==> config.mk <==
export PLATFORM = sky130hd
export DESIGN_NAME = ldm_ctrl
export DESIGN_NICKNAME = d
export VERILOG_FILES = /design/src/rtl/ldm_ctrl_pkg.sv /design/src/rtl/ldm_ctrl_prio_enc16.sv /design/src/rtl/ldm_ctrl.sv
export SDC_FILE = /design/constraint.sdc
export NUM_CORES = 1
export LEC_CHECK = 0
export ABC_AREA = 1
export BUFFER_PORTS_ARGS = -buffer_cell sky130_fd_sc_hd__buf_2
export CAP_MARGIN = 40
export CORE_ASPECT_RATIO = 1.5
export CORE_MARGIN = 2
export CORE_UTILIZATION = 50
export CTS_BUF_LIST = sky130_fd_sc_hd__clkbuf_2
export DETAILED_ROUTE_END_ITERATION = 10
export GPL_TIMING_DRIVEN = 1
export PLACE_DENSITY = 0.91
export SYNTH_ARGS = -nofsm -noshare
export SYNTH_HDL_FRONTEND = slang
export SYNTH_SLANG_ARGS = --single-unit
export TNS_END_PERCENT = 10
==> constraint.sdc <==
create_clock -name i_clk -period 4.5 [get_ports i_clk]
set_input_delay 0.45 -clock i_clk [delete_from_list [all_inputs] [get_ports i_clk]]
set_output_delay 0.45 -clock i_clk [all_outputs]
set_load 0.02 [all_outputs]
==> src/rtl/ldm_ctrl_pkg.sv <==
// ----------------------------------------------------------------------------
// ldm_ctrl_pkg
// Shared definitions for the LDM/STM block-transfer sequencer:
//   - sequencer state encodings (IDLE / XFER / WB)
//   - register-list width, counter width and default word stride
//   - popcount helper used to size the transfer at issue
// ----------------------------------------------------------------------------
package ldm_ctrl_pkg;

    localparam int unsigned REG_LIST_W     = 16;
    // Wide enough to hold a count of 16 registers
    localparam int unsigned CNT_W          = 5;
    localparam int unsigned LDM_WORD_BYTES = 4;

    typedef enum logic [1:0] {
        LDM_IDLE = 2'd0,
        LDM_XFER = 2'd1,
        LDM_WB   = 2'd2
    } ldm_state_e;

    // Number of registers named in a 16-bit register list
    function automatic logic [CNT_W-1:0] popcount16(input logic [REG_LIST_W-1:0] vec);
        logic [CNT_W-1:0] cnt;
        cnt = 5'd0;
        for (int k = 0; k < REG_LIST_W; k++) begin
            cnt = cnt + CNT_W'(vec[k]);
        end
        return cnt;
    endfunction

endpackage

==> src/rtl/ldm_ctrl_prio_enc16.sv <==
// ----------------------------------------------------------------------------
// ldm_ctrl_prio_enc16
// Lowest-set-bit priority encoder for a 16-bit register list.
//   vec : input list
//   idx : index of the lowest set bit (0 when vec is empty)
//   vld : 1 when any bit of vec is set
// ----------------------------------------------------------------------------
module ldm_ctrl_prio_enc16
    import ldm_ctrl_pkg::*;
(
    input  logic [REG_LIST_W-1:0] vec,
    output logic [3:0]            idx,
    output logic                  vld
);

    logic [3:0] idx_s;
    logic       vld_s;

    // Scan from the top down so the lowest set bit is the last one written
    always_comb begin
        idx_s = 4'd0;
        vld_s = 1'b0;
        for (int k = REG_LIST_W - 1; k >= 0; k--) begin
            if (vec[k]) begin
                idx_s = 4'(k);
                vld_s = 1'b1;
            end else begin
                vld_s = vld_s;
            end
        end
    end

    assign idx = idx_s;
    assign vld = vld_s;

endmodule

==> src/rtl/ldm_ctrl.sv <==
// ----------------------------------------------------------------------------
// ldm_ctrl
// ARMv4 LDM/STM sequencer. Walks the latched register list lowest-first,
// driving the EX-stage override (offset, register code, store data, memory
// strobe), then an optional base-writeback cycle, holding fetch/decode until
// the final cycle of the sequence.
// Ports:
//   i_clk, i_rst           clock, asynchronous active-high reset
//   i_start, i_reg_list    block-transfer issue and register list
//   i_load/i_up/i_pre/i_wb L, U, P, W bits of the instruction
//   i_stall                freezes the sequencer and its outputs
//   o_ldm_vld              EX override select
//   o_ldm_offset           unsigned byte offset from the base
//   o_ldm_mem_vld          memory access this cycle
//   o_ldm_reg_code         register being transferred
//   o_reg_rd_code          register-file read address for store data
//   i_reg_rd_data          register-file read data
//   o_ldm_reg              store data (STM transfers only)
//   o_ldm_wb_base          base-writeback cycle
//   o_hold                 hold fetch/decode, keep instruction in EX
//   o_busy                 sequencer not idle
// ----------------------------------------------------------------------------
module ldm_ctrl
    import ldm_ctrl_pkg::*;
#(
    parameter int unsigned DATA_W     = 32,
    parameter int unsigned WORD_BYTES = LDM_WORD_BYTES
) (
    input  logic                  i_clk,
    input  logic                  i_rst,
    input  logic                  i_start,
    input  logic [REG_LIST_W-1:0] i_reg_list,
    input  logic                  i_load,
    input  logic                  i_up,
    input  logic                  i_pre,
    input  logic                  i_wb,
    input  logic                  i_stall,
    output logic                  o_ldm_vld,
    output logic [DATA_W-1:0]     o_ldm_offset,
    output logic                  o_ldm_mem_vld,
    output logic [3:0]            o_ldm_reg_code,
    output logic [3:0]            o_reg_rd_code,
    input  logic [DATA_W-1:0]     i_reg_rd_data,
    output logic [DATA_W-1:0]     o_ldm_reg,
    output logic                  o_ldm_wb_base,
    output logic                  o_hold,
    output logic                  o_busy
);

    ldm_state_e            state_r, state_s;
    logic [REG_LIST_W-1:0] list_r, list_s;
    logic [CNT_W-1:0]      idx_r, idx_s;
    logic [CNT_W-1:0]      cnt_r, cnt_s;
    logic                  load_r, load_s;
    logic                  up_r, up_s;
    logic                  pre_r, pre_s;
    logic                  wb_r, wb_s;

    logic [3:0]            cur_code_s;
    logic                  cur_vld_s;
    logic [REG_LIST_W-1:0] rest_list_s;
    logic [3:0]            rest_idx_unused_s;
    logic                  rest_vld_s;
    logic                  last_s;
    logic [CNT_W-1:0]      issue_cnt_s;
    logic [CNT_W-1:0]      word_s;
    logic [DATA_W-1:0]     xfer_offset_s;
    logic [DATA_W-1:0]     wb_offset_s;

    logic                  vld_s, mem_vld_s, wb_base_s, hold_s;
    logic [3:0]            code_s;
    logic [DATA_W-1:0]     offset_s, reg_data_s;

    ldm_ctrl_prio_enc16 u_cur_enc (
        .vec (list_r),
        .idx (cur_code_s),
        .vld (cur_vld_s)
    );

    // Remaining list with the current register removed; empty means last one
    assign rest_list_s = list_r & (list_r - 16'd1);

    ldm_ctrl_prio_enc16 u_rest_enc (
        .vec (rest_list_s),
        .idx (rest_idx_unused_s),
        .vld (rest_vld_s)
    );

    assign last_s      = cur_vld_s & ~rest_vld_s;
    assign issue_cnt_s = popcount16(i_reg_list);

    // Word index from the base for the current transfer, by addressing mode
    always_comb begin
        case ({up_r, pre_r})
            2'b10:   word_s = idx_r;                  // IA
            2'b11:   word_s = idx_r + 5'd1;           // IB
            2'b00:   word_s = cnt_r - idx_r - 5'd1;   // DA
            2'b01:   word_s = cnt_r - idx_r;          // DB
            default: word_s = 5'd0;
        endcase
    end

    assign xfer_offset_s = DATA_W'(word_s) * DATA_W'(WORD_BYTES);
    assign wb_offset_s   = DATA_W'(cnt_r) * DATA_W'(WORD_BYTES);

    // Next-state and EX override decode; stall keeps everything in place
    always_comb begin
        state_s    = state_r;
        list_s     = list_r;
        idx_s      = idx_r;
        cnt_s      = cnt_r;
        load_s     = load_r;
        up_s       = up_r;
        pre_s      = pre_r;
        wb_s       = wb_r;
        vld_s      = 1'b0;
        mem_vld_s  = 1'b0;
        wb_base_s  = 1'b0;
        hold_s     = 1'b0;
        code_s     = 4'd0;
        offset_s   = '0;
        reg_data_s = '0;
        case (state_r)
            LDM_IDLE: begin
                if (i_start && !i_stall) begin
                    list_s = i_reg_list;
                    cnt_s  = issue_cnt_s;
                    idx_s  = 5'd0;
                    load_s = i_load;
                    up_s   = i_up;
                    pre_s  = i_pre;
                    wb_s   = i_wb;
                    if (issue_cnt_s != 5'd0) begin
                        state_s = LDM_XFER;
                    end else if (i_wb) begin
                        state_s = LDM_WB;
                    end else begin
                        state_s = LDM_IDLE;
                    end
                    hold_s = (state_s != LDM_IDLE);
                end else begin
                    hold_s = 1'b0;
                end
            end
            LDM_XFER: begin
                vld_s      = 1'b1;
                mem_vld_s  = 1'b1;
                code_s     = cur_code_s;
                offset_s   = xfer_offset_s;
                reg_data_s = load_r ? '0 : i_reg_rd_data;
                // Released only on the cycle that actually completes the sequence
                hold_s     = !(last_s && !wb_r && !i_stall);
                if (!i_stall) begin
                    list_s = rest_list_s;
                    idx_s  = idx_r + 5'd1;
                    if (last_s) begin
                        state_s = wb_r ? LDM_WB : LDM_IDLE;
                    end else begin
                        state_s = LDM_XFER;
                    end
                end else begin
                    state_s = LDM_XFER;
                end
            end
            LDM_WB: begin
                vld_s     = 1'b1;
                wb_base_s = 1'b1;
                offset_s  = wb_offset_s;
                hold_s    = i_stall;
                if (!i_stall) begin
                    state_s = LDM_IDLE;
                end else begin
                    state_s = LDM_WB;
                end
            end
            default: begin
                state_s = LDM_IDLE;
            end
        endcase
    end

    // Sequencer state registers
    always_ff @(posedge i_clk or posedge i_rst) begin
        if (i_rst) begin
            state_r <= LDM_IDLE;
            list_r  <= 16'd0;
            idx_r   <= 5'd0;
            cnt_r   <= 5'd0;
            load_r  <= 1'b0;
            up_r    <= 1'b0;
            pre_r   <= 1'b0;
            wb_r    <= 1'b0;
        end else begin
            state_r <= state_s;
            list_r  <= list_s;
            idx_r   <= idx_s;
            cnt_r   <= cnt_s;
            load_r  <= load_s;
            up_r    <= up_s;
            pre_r   <= pre_s;
            wb_r    <= wb_s;
        end
    end

    assign o_ldm_vld      = vld_s;
    assign o_ldm_mem_vld  = mem_vld_s;
    assign o_ldm_wb_base  = wb_base_s;
    assign o_ldm_reg_code = code_s;
    assign o_reg_rd_code  = code_s;
    assign o_ldm_offset   = offset_s;
    assign o_ldm_reg      = reg_data_s;
    assign o_hold         = hold_s;
    assign o_busy         = (state_r != LDM_IDLE);

endmodule

# Yosys cells after proc, flatten, opt, wreduce, memory -nomap -nowiden
# Cells that the tools add are included.
# Widths: inputs -> output; s select.
[op_classes]
n_mux = 74
n_mul = 0
addsub = 19
n_lt_le_gt_ge = 0
reduce_logical = 15
eq_ne = 7
n_shift = 0
div = 0
bitwise_logic = 3
[ops]
columns = ["operator", "n"]
rows = [
  ["$mux 4", 17],
  ["$mux 32", 2],
  ["$add 5x1->5", 11],
  ["$mux 1", 36],
  ["$mux 16", 2],
  ["$pmux 16 s2", 1],
  ["$pmux 5 s4", 1],
  ["$mux 2", 9],
  ["$and 16x16->16", 1],
  ["$sub 16x1->16 const B", 1],
  ["$pmux 7 s2", 1],
  ["$mux 5", 2],
  ["$pmux 5 s2", 1],
  ["$eq 2x2->1 const B", 3],
  ["$pmux 2 s3", 1],
  ["$reduce_bool 2->1", 3],
  ["$add 4x1->5", 1],
  ["$add 5x1->5 const B", 1],
  ["$reduce_bool 5->1", 1],
  ["$sub 5x1->5 const B", 1],
  ["$sub 5x5->5", 1],
  ["$add 3x1->4", 1],
  ["$eq 2x1->1 const B", 2],
  ["$logic_not 2->1", 2],
  ["11 further kinds", 16],
]
[totals]
mem_bits_rw = 0
reg_bits = 32
romBits = 0
latch_bits = 0
input_bits = 56
mem_count = 0
out_inout_bits = 77
word_cells = 126

# Longest topological paths before layout
[logic_depth]
ltp_word = 24
depth_mapped = 17
depth_no_buf = 17

# Hierarchy
# A second synthesis with hierarchy kept.
[hier_totals]
hier_cells = 570
hier_area_um2 = 3540.9
[modules_own_cells]
columns = ["mod", "area_each_um2", "seq_area_each_um2", "n_inst", "cells_per_inst"]
rows = [
  ["ldm_ctrl", 3123.0, 800.8, 1, 472],
  ["ldm_ctrl_prio_enc16", 209.0, 0.0, 2, 49],
]

# Worst setup path after synthesis
# OpenSTA, ideal clock, no wires.
[synth_path]
path_kind = "input-to-output"
from = "in i_reg_list[0]"
to = "out o_hold"
setup_slack_ns = 0.237
cell_stages = 14
arrival_ns = 3.813
path_buffers = 0
required_time_ns = 4.050
path_cell_list = "fa_1 inv_1 fa_1 fa_1 fa_1 inv_1 ha_1 inv_1 fa_1 xnor2_1 nor4_1 nand2_1 a21oi_1 a21oi_1"
[synth_via]
elab_chain_cells = 22
[synth_lines]
columns = ["element", "line_no", "text"]
rows = [
  ["from (decl)", "ldm_ctrl.sv:32", "input logic [REG_LIST_W-1:0] i_reg_list,"],
  ["$add 1x1->2", "ldm_ctrl_pkg.sv:26", "cnt = cnt + CNT_W'(vec[k]);"],
  ["$add 2x1->3", "ldm_ctrl_pkg.sv:26", ""],
  ["$add 3x1->4", "ldm_ctrl_pkg.sv:26", ""],
  ["$add 4x1->5", "ldm_ctrl_pkg.sv:26", ""],
  ["$add 5x1->5 (11 in series)", "ldm_ctrl_pkg.sv:26", ""],
  ["$reduce_bool 5->1", "ldm_ctrl.sv:133", "if (issue_cnt_s != 5'd0) begin"],
  ["$mux 2", "ldm_ctrl.sv:133", ""],
  ["$mux 2", "ldm_ctrl.sv:125", "if (i_start && !i_stall) begin"],
  ["$mux 2", "ldm_ctrl.sv:123", "case (state_r)"],
  ["$reduce_bool 2->1", "ldm_ctrl.sv:140", "hold_s = (state_s != LDM_IDLE);"],
  ["$mux 1", "ldm_ctrl.sv:125", ""],
  ["$pmux 1 s3", "ldm_ctrl.sv:123", ""],
  ["to (decl)", "ldm_ctrl.sv:46", "output logic o_hold,"],
]
# No other way between the ends. The select of a mux whose other input is x is not followed.

# Worst setup path in the final report
# Ends and elaborated chain as after synthesis.

==> results by group <==
Status
  • Outcome: finished, violations left
  • Failing checks: negative setup slack

Synth
  • Cell count after synthesis: 479
  • Yosys Warn Count: 0
  • Mapped Area: approximately 0.0032 mm^2
  • Distinct cells, synth: 34
  • Syn_area_per_cell: about 6.7 um^2
  • Register area share after synthesis: between 20% and 30%
  • Post-synthesis register bit count: 32

Detailed routing
  • DR WL met2: around 4600 um
  • Total routed wirelength: just under 9000 um
  • Drt drc: 0
  • Vias: around 3400
  • Post-Route M1 WL: 3300 um
  • DRT iter0 DRCs: between 200 and 250
  • WL met3: 587 um
  • ANT nets after route: 0
  • Routed WL per cell: around 13 um
  • Top sig layer: met4
  • DR vias/cell: between 5 and 6
  • First-pass detailed-route iteration total: 5

Setup path
  • R2R Setup Slk: ~1.8 ns
  • CP arrival: between 4 and 5 ns
  • Critical Path RT: just over 4 ns
  • CP startpoint kind: primary input
  • RR Endpoint: list_r[3]
  • Worst r2r src: state_r[1]
  • Crit path from: i_reg_list[0]
  • Worst-case reg-to-reg path depth: 9
  • Worst setup EP type: primary output
  • CP Class: in -> out
  • Crit path to: o_hold
  • CP max FO: 2

STA
  • Max-slew headroom: between 60% and 70%
  • Setup Viol. Count Final: 1
  • Final WS setup: -0.149 ns
  • Layout Skew: ~0.027 ns
  • Max frequency: between 200 and 250 MHz
  • Final Critical Period: between 4 and 5 ns
  • Max-slew violation count: 0
  • Worst-margin pin slew: approximately 0.51 ns
  • RSZ-0062 raised after global routing: true
  • Tcrit/Tclk final: 103%
  • Hold Violations, Final: 0

GRT
  • GRT Residual Overflow: 0
  • Largest net degree at the start of global routing: 33
  • First-pass GRT wire length: 14100 um
  • Total GRT Usage: around a quarter
  • Vias in the first global route: ~3200
  • Initial antenna violation count: 0

Power and ir drop
  • Switch share: a little under 60%
  • Leak Pwr: 2.23 nW
  • Design Power: about 2.9 mW
  • Sequential power share: 19.6%
  • Switching power: 1.71 mW
  • Clk pwr share: under 10%
  • PD cells: a little under 800 mW/mm^2
  • Max IR drop VDD: around 0.43 mV
  • Part of the power in combinational logic: roughly three quarters
  • P_int: between 1 and 1.5 mW

Die
  • Initial core utilization: 52.1%
  • Die area: about 0.0071 mm^2
  • Core area: approximately 0.0062 mm^2
  • Die span in y: 102 um
  • Die Width: between 60 and 70 um
  • Io pins: between 100 and 150
  • Row count: 35

Layout
  • Layout cells sized above 1: roughly a quarter
  • Most common cell after layout, fill and taps aside: buf_2
  • Fillcell total: 566
  • Nets: ~670
  • Commonest non-fill, non-tap cells in the layout: buf_2, nand2_1, inv_1
  • Final core utilization: between 60% and 70%
  • Final Cell Area: roughly 0.0038 mm^2
  • Area growth from synthesis to layout: 17.6%
  • ANT cells: 0
  • Area occupied by multi-input gates: between 0.0015 and 0.002 mm^2
  • Register area: ~800 um^2

Clock tree
  • Max Root-Sink Buffers: 2
  • TritonCTS clock tree: yes
  • CTS Buf Count: 5
  • CTS Hold Buffers Added: 0
  • CTS Root Cell: clkbuf_2
  • H-Tree Depth: 2
  • Worst-path clk slew: between 0.15 and 0.2 ns
  • Clk sinks: 32
  • Clk_lat worst skew: between 0.3 and 0.4 ns

Job
  • # Max-Cap Violations: 0

Placement
  • DP Wirelength: 7260 um
  • Routability Congestion: between 0.9 and 1
  • PortBufs: 105
  • Setup WS pre-CTS: -0.154 ns
  • Post-DP Area: between 0.003 and 0.004 mm^2

Hold path
  • Hold Path Class: in -> async
## final cells by class
type	count	share of cell area, %
multi-input cells	335	49.6
repair buffers	116	16.3
inverters	96	9.52
clock buffers	7	0.926
clock inverters	1	0.0992
well taps	74	2.45
flip-flops and latches	32	21.2
## cell families (layout without fill, tap and decap cells)
logic type	count (synthesis)	in the layout	share of synthesized area (%)
buffers and inverters	138	220	20.0
AND/OR/NAND/NOR	200	200	26.7
AO/OA/AOI/OAI	73	73	13.1
flip-flops	32	32	24.9
XOR/XNOR	9	9	2.45
other	1	27	0.117
adder cells (fa/ha/maj)	26	26	12.7
## flip-flops by register name, indices dropped and copies added, names as in the netlist
signal   flops
up_r         1
load_r       1
pre_r        1
cnt_r        5
idx_r        5
state_r      2
wb_r         1
list_r      16
## critical path, cell delays in order
cell and delay [ns]:
buf_2 0.11, fa_1 0.52, inv_1 0.07, fa_1 0.56, fa_1 0.43, fa_1 0.44, inv_1 0.08, ha_2 0.18
inv_1 0.05, fa_1 0.49, inv_1 0.05, nor4_1 0.25, nand2_1 0.13, a21oi_2 0.13, a21oi_1 0.09, buf_2 0.16
## metal layers
metal	global-route usage, %	up-vias
li1	-	1638
met1	28.1	1588
met2	44.1	162
met3	3.45	35
met4	14.6	0
met5	0	-
## per-stage QoR
step                hold slack, ns  setup TNS, ns  std cells
global placement             0.456         -0.120        650
floorplan                    0.442              0        505
CTS                          0.131         -0.135        660
detailed placement           0.458         -0.154        651
finish                       0.136         -0.149        661
global route                 0.156         -0.276        661
## timing repair
action	in CTS	in global routing
resized for setup	1	1
buffers inserted	1	0
setup endpoints to repair	1	1
pin swaps	4	1
## how the worst min path moves through the flow
stage / startpoint / to / slack [ns] / cells after the start
finish: i_rst / idx_r[3] / 0.14 / 3
global route: i_rst / cnt_r[1] / 0.16 / 3
CTS: i_rst / idx_r[3] / 0.13 / 3
detailed placement: wb_r / wb_r / 0.46 / 2
global placement: wb_r / wb_r / 0.46 / 2
floorplan: wb_r / wb_r / 0.44 / 2
## power by group through the flow
stage,Sequential (mW),Clock (mW),Combinational (mW)
floorplan,0.538,0,1.65
global placement,0.572,0,2.10
detailed placement,0.578,0,2.16
CTS,0.572,0.145,2.19
global route,0.595,0.159,2.45
finish,0.576,0.142,2.22
## Yosys cell counts (all sizes together)
cell type  instances  share of area (%)
nor2              67                9.0
nand3             15                2.3
conb               1               0.12
inv               96                 11
or2                1               0.19
a221oi             1               0.27
o221ai             1               0.27
a21oi             22                3.8
nand4              3               0.58
nor3               7                1.4
clkbuf             7               0.82
nand3b             1               0.23
xnor2              3               0.82
o21bai             1               0.23
o211ai             5                1.2
o22ai             13                2.5
o21ai             29                4.6
xor2               6                1.6
o31ai              1               0.23
fa                11                6.8
buf               35                8.0
dfrtp             32                 25
nand2            104                 13
ha                15                5.8
nor4               2               0.39
Note: power is estimated with default switching activity, not from simulation.
